File: src/rtl/pc_gen.sv
// Program-counter generator for the fetch stage. Handles reset vector, flush
// redirect, branch redirect and a one-entry buffer for branches seen during a stall.
module pc_gen #(
   parameter int                 ADDR_W       = 32,
   parameter logic [ADDR_W-1:0]  RESET_VECTOR = 32'hBFC0_0000,
   parameter int                 INST_BYTES   = 4,
   parameter int                 STALL_W      = 6
) (
   input  logic                clk,
   input  logic                rst,
   input  logic [STALL_W-1:0]  stall,
   input  logic                flush,
   input  logic [ADDR_W-1:0]   flush_pc,
   input  logic                branch_flag_i,
   input  logic [ADDR_W-1:0]   branch_target_address_i,
   output logic [ADDR_W-1:0]   pc,
   output logic                ce,
   output logic                pc_misaligned,
   output logic                redirect_pending
);

   localparam logic [ADDR_W-1:0] STEP       = ADDR_W'(INST_BYTES);
   localparam logic [ADDR_W-1:0] ALIGN_MASK = ADDR_W'(INST_BYTES - 1);

   logic [ADDR_W-1:0] pc_q, pc_d;
   logic              ce_q, ce_d;
   logic              pend_valid_q, pend_valid_d;
   logic [ADDR_W-1:0] pend_addr_q, pend_addr_d;
   logic              misaligned_q, misaligned_d;

   // Only the PC-stage bit of the stall vector matters here.
   logic unused_stall;
   assign unused_stall = ^stall;

   always_comb begin
      pc_d         = pc_q;
      ce_d         = 1'b1;
      pend_valid_d = pend_valid_q;
      pend_addr_d  = pend_addr_q;
      if (ce_q) begin
         if (flush) begin
            pc_d         = flush_pc;
            pend_valid_d = 1'b0;
         end else if (stall[0]) begin
            if (branch_flag_i) begin
               pend_valid_d = 1'b1;
               pend_addr_d  = branch_target_address_i;
            end
         end else if (branch_flag_i) begin
            pc_d         = branch_target_address_i;
            pend_valid_d = 1'b0;
         end else if (pend_valid_q) begin
            pc_d         = pend_addr_q;
            pend_valid_d = 1'b0;
         end else begin
            pc_d = pc_q + STEP;
         end
      end
      // Flag tracks the value pc is about to take, so it lines up with pc.
      misaligned_d = ce_d && ((pc_d & ALIGN_MASK) != '0);
   end

   always_ff @(posedge clk) begin
      if (rst) begin
         pc_q         <= RESET_VECTOR;
         ce_q         <= 1'b0;
         pend_valid_q <= 1'b0;
         pend_addr_q  <= '0;
         misaligned_q <= 1'b0;
      end else begin
         pc_q         <= pc_d;
         ce_q         <= ce_d;
         pend_valid_q <= pend_valid_d;
         pend_addr_q  <= pend_addr_d;
         misaligned_q <= misaligned_d;
      end
   end

   assign pc               = pc_q;
   assign ce               = ce_q;
   assign pc_misaligned    = misaligned_q;
   assign redirect_pending = pend_valid_q;

endmodule

File: config.mk
export PLATFORM = sky130hd
export DESIGN_NAME = pc_gen
export DESIGN_NICKNAME = d
export VERILOG_FILES = /design/src/rtl/pc_gen.sv
export SDC_FILE = /design/constraint.sdc
export NUM_CORES = 1
export LEC_CHECK = 0
export CORE_MARGIN = 2
export CORE_UTILIZATION = 53
export DETAILED_ROUTE_END_ITERATION = 7
export PLACE_DENSITY = 0.87
export SLEW_MARGIN = 0
export SYNTH_ARGS = -nofsm -noshare
export SYNTH_HDL_FRONTEND = slang
export SYNTH_SLANG_ARGS = --single-unit
File: constraint.sdc
create_clock -name clk -period 6 [get_ports clk]
set_clock_uncertainty 0.2 [all_clocks]
set_input_delay 0.6 -clock clk [delete_from_list [all_inputs] [get_ports clk]]
set_output_delay 0.6 -clock clk [all_outputs]
set_load 0.1 [all_outputs]
==> metrics.txt, run 1 <==
status=finished, final reports clean; Final min period=3.39 ns; number of placement rows=31; first-pass GRT wire length=21,900 um; Routed Antenna Nets=0; layout cells sized above 1=6.43%; Setup Buffers After CTS=0; CP endpoint kind=register; Syn. warnings=0; Mapped Nets=629; root buffer cell=clkbuf_8; Post-synth EDFFs=0; number of global-route vias before repair=4,253; switching part of the total=37.2%; net switching power=0.467 mW; Hold WC Path Type=register to register; Final Max Slew Viols=0; I/O pin count=109; register area share after synthesis=33.6%; CP delay by family, top=simple AND/OR/NAND/NOR gates; Initial DRT Pass Iterations=5; Antenna Cells=0; die area=8250 um2; CTS tree=built; H-tree depth=3; Post-CTS Resized=0; commonest cells in the netlist=nand2_1 (122), dfxtp_1 (67), a21oi_1 (62); Post-Syn Area=3990 um2; RSZ-0062 raised after global routing=false; hold path start=pend_addr_q[12]$_SDFFE_PP0P_; multi-input logic area=2440 um2; ys async rst share=0%; Die H=90.8 um; Hold Path Sink=pend_addr_q[12]$_SDFFE_PP0P_; MaxCap Viol Count=0; Power Total=1.26 mW; HPWL Detailed=9810 um; DR DRC count=0; r2r startpoint=redirect_pending$_SDFFE_PP0P_; WP data arrival=3.39 ns; initial core utilization=54.8%; biggest area consumer among synthesized cells=dfxtp_1; final estimated routing congestion in global placement=0.939; endpoints failing setup=0; CP bufs+invs=1; Logic pwr share=28.9%; post-layout util=71.8%; Final TNS setup=0 ns; Worst R2R Setup Slack=3.09 ns; crit path kind=input pin to register; Mapped Cells=554; most common cell in the netlist=nand2_1; # clock sinks=67; Cell Chain, Critical Path=clkdlybuf4s50_1 > nand2b_1 > nand2_1 > a2111oi_0 > and3_1 > a221oi_2; post-route insts no fill=737; final wirelength=14,300 um; cell total after placement=721; internal power=0.789 mW; actual slew at the worst max-slew pin=0.997 ns; slowest cell delay on critical path=0.88 ns; Synth Register Bits=67; DR iter-0 viols=590; Core Area=7290 um2; Clk pwr share=31.1%; crit share post-route=56.5%; # fillers=624; worst path required time=6.00 ns; Nets=708; CTS Buf Count=9; total number of vias=4,702; Clock transition at path regs=0.08 ns; WHS=0.253 ns; Global Route Usage Sum=33.3%; Pwr Density=240 nW/um2; R2R depth=5; WL per Instance=19.4 um; total global routing overflow=0; critical path fanouts, max=20; Crit-path slowest cell=clkdlybuf4s50_1; Hold Buf Count CTS=0; top cells by area, synth=dfxtp_1 (34%), nand2_1 (11%), a21oi_1 (7.8%); Post-Syn Area per Cell=7.21 um2; r2r endpoint=pc[28]$_SDFFE_PP1P_; f_max=295 MHz; Die Wd=90.8 um; share of power burned in registers=40.0%; P&R area growth vs syn=31.2%; initial antenna violation count=0; clk buf depth=2; Slew headroom=33.3%; Lkg Pwr=1.83 nW; final hold violations=0; port bufs=103; Vias/cell=6.38; area occupied by registers=1340 um2; hold path depth=2; post-synth top area share=33.6%; Startpoint Class=input pin; Netlist cell types=63; Worst VDD drop=0.000150 V; worst-skew pair later-pin latency=0.34 ns; largest net degree at the start of global routing=56; Post-synth top flop=dfxtp_1
[power groups by stage]
stage | logic, mW | clock network [mW] | registers (mW)
2_1_floorplan | 0.111 | 0 | 0.632
5_1_grt | 0.378 | 0.409 | 0.505
3_3_place_gp | 0.352 | 0 | 0.510
4_1_cts | 0.358 | 0.389 | 0.500
6_report | 0.363 | 0.391 | 0.503
3_5_place_dp | 0.357 | 0 | 0.511
[cell type report]
| cell class | instances | area share (%) |
|---|---|---|
| multi-input combinational | 432 | 46.6 |
| sequential | 67 | 25.6 |
| timing repair buffer | 110 | 20.6 |
| clock buffer | 10 | 2.63 |
| tap | 99 | 2.36 |
| clock inverter | 6 | 1.24 |
| inverter | 13 | 0.931 |
[metal layers]
layer  up-vias  GRT usage [%]  routed length, um
met1      2167           45.3               5980
met4         0           11.7                329
met3        37           6.34               1560
li1       2166              -                  -
met2       332           53.0               6460
met5         -              0                  0
[worst min-delay path, stage by stage (launching register included)]
cell,delay [ns]
dfxtp_1,0.31
nand2_1,0.05
a21oi_1,0.05
[stage by stage]
step           setup slack [ns]  area, um2
4_1_cts                    2.70       5240
6_report                   2.61       5240
3_5_place_dp               2.35       5040
5_1_grt                    2.44       5240
3_3_place_gp               2.48       5040
2_1_floorplan              3.08       3990
[kinds of logic (layout without fill, tap and decap cells)]
logic type | Yosys count | in the layout | share of synthesized area (%)
muxes | 8 | 8 | 2.07
AOI/OAI and AO/OA | 172 | 172 | 27.2
DFF | 67 | 67 | 33.6
adders and majority gates | 1 | 1 | 0.313
and+or+nand+nor | 236 | 236 | 28.3
xor gates and xnor gates | 15 | 15 | 3.29
buffers and inverters | 55 | 139 | 5.29
[how the worst max path moves through the flow]
stage | start | to | slack [ns] | depth (start not counted)
5_1_grt | flush | pc[24]$_SDFFE_PP1P_ | 2.44 | 6
4_1_cts | flush | pc[24]$_SDFFE_PP1P_ | 2.70 | 6
2_1_floorplan | pc[4]$_SDFFE_PP0P_ | pc[22]$_SDFFE_PP1P_ | 3.08 | 6
6_report | flush | pc[24]$_SDFFE_PP1P_ | 2.61 | 6
3_5_place_dp | flush | pc[24]$_SDFFE_PP1P_ | 2.35 | 6
3_3_place_gp | flush | pc[24]$_SDFFE_PP1P_ | 2.48 | 6
[registers in the layout (all words and copies together), names as in the netlist]
name / cells
redirect_pending: 1
pend_addr_q: 32
pc_misaligned: 1
ce: 1
pc: 32
[layout by cell type, fill, tap and decap left out, types with 10 or more instances in the layout]
master and count:
nor4_1 10, dfxtp_1 67, a21oi_1 62, clkbuf_8 10
inv_1 12, nor3_1 15, o21ai_0 38, nor2_1 19
clkdlybuf4s50_1 102, a31oi_1 10, nand3_1 20, nand2_1 122
(Power assumes the default switching activity.)
==> run 2: changes to the inputs <==
- CORE_UTILIZATION: 53 -> 49
- PLACE_DENSITY: 0.87 -> 0.81
- clock period: 6 -> 3.5 ns (I/O delays scaled with it)
==> metrics.txt, run 2 (synthesis gave the netlist of run 1 again) <==
WL per Instance=19.0 um; first-pass GRT wire length=22,400 um; final setup margin=0.719 ns; Global Route Usage Sum=32.7%; MaxCap Viol Count=0; Core Area=7810 um2; CP Launch Point=pc[4]$_SDFFE_PP0P_; Final min period=2.78 ns; # clock sinks=67; status=finished, final reports clean; layout cells sized above 1=8.02%; actual slew at the worst max-slew pin=1.00 ns; total number of vias=4,673; Worst VDD drop=0.000208 V; CP endpoint kind=register; R2R depth=5; critical path endpoint=pc[22]$_SDFFE_PP1P_; Post-CTS Resized=0; die area=8890 um2; DR DRC count=0; port bufs=103; area occupied by registers=1340 um2; Vias/cell=6.23; Routed Antenna Nets=0; RSZ-0062 raised after global routing=false; initial antenna violation count=0; HPWL Detailed=10,000 um; worst-skew pair later-pin latency=0.35 ns; Clock transition at path regs=0.08 ns; final wirelength=14,200 um; clk buf depth=2; commonest non-fill, non-tap cells in the layout=nand2_1 (122), clkdlybuf4s50_1 (100), dfxtp_1 (67); I/O pin count=109; Setup Buffers After CTS=0; Nets=718; # fillers=717; crit path kind=register to register; Slew headroom=33.1%; number of global-route vias before repair=4,322; total global routing overflow=0; WHS=0.254 ns; worst path required time=3.53 ns; post-route insts no fill=750; root buffer cell=clkbuf_8; cell total after placement=734; number of placement rows=32; Die Wd=94.3 um; f_max=360 MHz; crit share post-route=79.4%; P&R area growth vs syn=32.8%; post-placement setup slack=0.699 ns; multi-input logic area=2440 um2; commonest non-fill, non-tap cell in the layout=nand2_1; Hold WC Path Type=register to register; Final Max Slew Viols=0; Antenna Cells=0; Lkg Pwr=1.88 nW; r2r startpoint=pc[4]$_SDFFE_PP0P_; Initial DRT Pass Iterations=5; H-tree depth=3; critical path fanouts, max=13; WP data arrival=2.81 ns; initial core utilization=51.2%; r2r endpoint=pc[22]$_SDFFE_PP1P_; Die H=94.3 um; Hold Buf Count CTS=0; Startpoint Class=register; DR iter-0 viols=487; final estimated routing congestion in global placement=0.949; Worst R2R Setup Slack=0.72 ns; Pwr Density=405 nW/um2; largest net degree at the start of global routing=55; Final TNS setup=0 ns; CTS Buf Count=9; endpoints failing setup=0; CTS tree=built; final hold violations=0
-- run 2: cell count changes in the layout (fill, tap and decap cells not counted) --
cell             before  now
buf_4                 7   19
clkdlybuf4s50_1     102  100
clkinv_4              2    0
clkbuf_1              0    1
clkinv_2              2    3
-- run 2: layer usage --
layer	track usage, %	wire length, um	vias up
met5	0	0	-
met1	45.6	5970	2195
li1	-	-	2186
met3	5.86	1480	29
met4	11.5	333	0
met2	50.5	6450	263
-- run 2: metrics by stage --
step                      util [%]  total power [mW]  cell area (um2)
after floorplan                  -              1.27             3990
after global placement        65.4              1.49             5110
after detailed placement      65.4              1.49             5110
after CTS                     67.9              2.14             5300
after global routing          67.9              2.22             5300
final                         67.9              2.15             5300
-- run 2: worst min-delay path by stage --
stage	startpoint	to	slack (ns)	cells after the start
6_report	pend_addr_q[7]$_SDFFE_PP0P_	pend_addr_q[7]$_SDFFE_PP0P_	0.25	2
5_1_grt	pend_addr_q[14]$_SDFFE_PP0P_	pend_addr_q[14]$_SDFFE_PP0P_	0.27	2
4_1_cts	pend_addr_q[7]$_SDFFE_PP0P_	pend_addr_q[7]$_SDFFE_PP0P_	0.25	2
3_5_place_dp	pend_addr_q[7]$_SDFFE_PP0P_	pend_addr_q[7]$_SDFFE_PP0P_	0.24	2
3_3_place_gp	pend_addr_q[9]$_SDFFE_PP0P_	pend_addr_q[9]$_SDFFE_PP0P_	0.24	2
2_1_floorplan	pend_addr_q[17]$_SDFFE_PP0P_	pend_addr_q[17]$_SDFFE_PP0P_	0.23	2
-- run 2: critical path, cell delays in order, from the launching register on --
cell and delay (ns):
dfxtp_1 0.45, nand3_1 0.39, nor4_1 0.84, mux2_2 0.42
a221oi_1 0.25, o21ai_0 0.10
-- run 2: cell type report --
type	instances	share of cell area, %
multi-input cells	432	46.1
flip-flops and latches	67	25.3
repair buffers	120	21.7
clock buffers	11	2.67
well taps	102	2.41
clock inverters	5	0.991
inverters	13	0.920
-- run 2: power breakdown --
group	internal [mW]	total [mW]	switching, mW
clock network	0.345	0.660	0.314
registers	0.801	0.862	0.0604
logic	0.208	0.627	0.419
==> run 3: changes to the inputs <==
- clock period: 3.5 -> 2.85 ns (I/O delays scaled with it)
==> metrics.txt, run 3 (synthesis gave the netlist of run 1 again) <==
status=finished, final reports clean; final instance area=5310 um2; f_max=426 MHz; initial core utilization=51.2%; layout cells sized above 1=15.3%; post-placement setup slack=0.348 ns; Pwr Density=493 nW/um2; H-tree depth=3; Final min period=2.35 ns; initial antenna violation count=0; post-route insts no fill=760; first-pass GRT wire length=22,600 um; critical path fanouts, max=7; total global routing overflow=0; Final Max Slew Viols=0; CP bufs+invs=0; port bufs=103; Initial DRT Pass Iterations=5; worst-skew pair later-pin latency=0.35 ns; Area after DPL=5120 um2; I/O pin count=109; Global Route Usage Sum=33.0%; CP dominant cell by count=or3_1; WHS=0.174 ns; Hold Buf Count CTS=0; Crit-path slowest cell=or3_1; CP endpoint kind=register; Cell Chain, Critical Path=ha_1 > nand2_1 > or3_1 > or3_1 > and3_1 > a221oi_2; Worst VDD drop=0.000351 V; WL per Instance=18.9 um; total number of vias=4,710; area occupied by registers=1350 um2; Clock transition at path regs=0.08 ns; crit path kind=register to register; CP delay by family, top=simple AND/OR/NAND/NOR gates; commonest non-fill, non-tap cell in the layout=nand2_1; Vias/cell=6.20; Slew headroom=44.9%; clk buf depth=2; worst path required time=2.92 ns; CTS Buf Count=9; # clock sinks=67; final hold violations=0; Routed Antenna Nets=0; Post-CTS Resized=0; HPWL Detailed=10,300 um; final wirelength=14,400 um; DR DRC count=0; crit share post-route=82.3%; endpoints failing setup=0; cell total after placement=745; RSZ-0062 raised after global routing=false; CTS tree=built; Setup Buffers After CTS=0; DR iter-0 viols=426; Core Area=7810 um2; Hold WC Path Type=input pin to register; final setup margin=0.504 ns; multi-input logic area=2440 um2; root buffer cell=clkbuf_8; number of global-route vias before repair=4,375; slowest cell delay on critical path=0.45 ns; # fillers=683; Antenna Cells=0; actual slew at the worst max-slew pin=0.817 ns; final estimated routing congestion in global placement=0.932; Startpoint Class=register; Die Wd=94.3 um; Nets=729; MaxCap Viol Count=0; commonest non-fill, non-tap cells in the layout=nand2_1 (122), clkdlybuf4s50_1 (67), buf_4 (63); Lkg Pwr=1.97 nW; number of placement rows=32; die area=8890 um2; WP data arrival=2.42 ns; P&R area growth vs syn=32.9%; largest net degree at the start of global routing=39; Power Total=2.62 mW; Die H=94.3 um
## run 3: cell count changes in the layout (fill, tap and decap cells not counted), sizes merged
| cell | before | now |
|---|---|---|
| clkdlybuf4s50 | 100 | 67 |
| clkinvlp | 1 | 2 |
| buf | 20 | 64 |
| clkbuf | 11 | 9 |
## run 3: cell type report
cell class | count | area share (%)
clock buffers | 9 | 2.33
clock inverters | 6 | 1.27
inverters | 13 | 0.919
multi-input cells | 432 | 46.0
flip-flops and latches | 67 | 25.4
well taps | 102 | 2.40
repair buffers | 131 | 21.6
## run 3: final timing paths
check	to	cells past startpoint	from	slack, ns
setup reg to reg	pc[24]$_SDFFE_PP1P_	6	pc[2]$_SDFFE_PP0P_	0.50
hold reg to reg	pend_addr_q[0]$_SDFFE_PP0P_	2	pend_addr_q[0]$_SDFFE_PP0P_	0.25
hold / removal	pend_addr_q[22]$_SDFFE_PP0P_	2	rst	0.17
setup / recovery	pc[24]$_SDFFE_PP1P_	6	pc[2]$_SDFFE_PP0P_	0.50
## run 3: stage by stage
step / utilization, % / TNS, ns
after floorplan: - / -0.0153
after global placement: 65.5 / 0
after detailed placement: 65.5 / 0
after CTS: 68.0 / 0
after global routing: 68.0 / 0
final: 68.0 / 0
## run 3: layer usage
layer,up-vias,global-route usage (%),share of wire [%]
met5,-,0,0
met4,0,9.66,2.4
met3,40,7.38,9.4
met2,268,53.9,47
met1,2199,43.7,42
li1,2203,-,-
## run 3: power breakdown
group,switching (mW),internal (mW)
Clock,0.394,0.400
Combinational,0.518,0.250
Sequential,0.0718,0.985
## run 3: worst register-to-register path, delay by kind of cell (launching register included)
| family | cells | cell delay [ns] |
|---|---|---|
| flip-flops | 1 | 0.42 |
| adder cells (fa/ha/maj) | 1 | 0.32 |
| AO/OA/AOI/OAI | 1 | 0.17 |
| AND/OR/NAND/NOR | 4 | 1.17 |
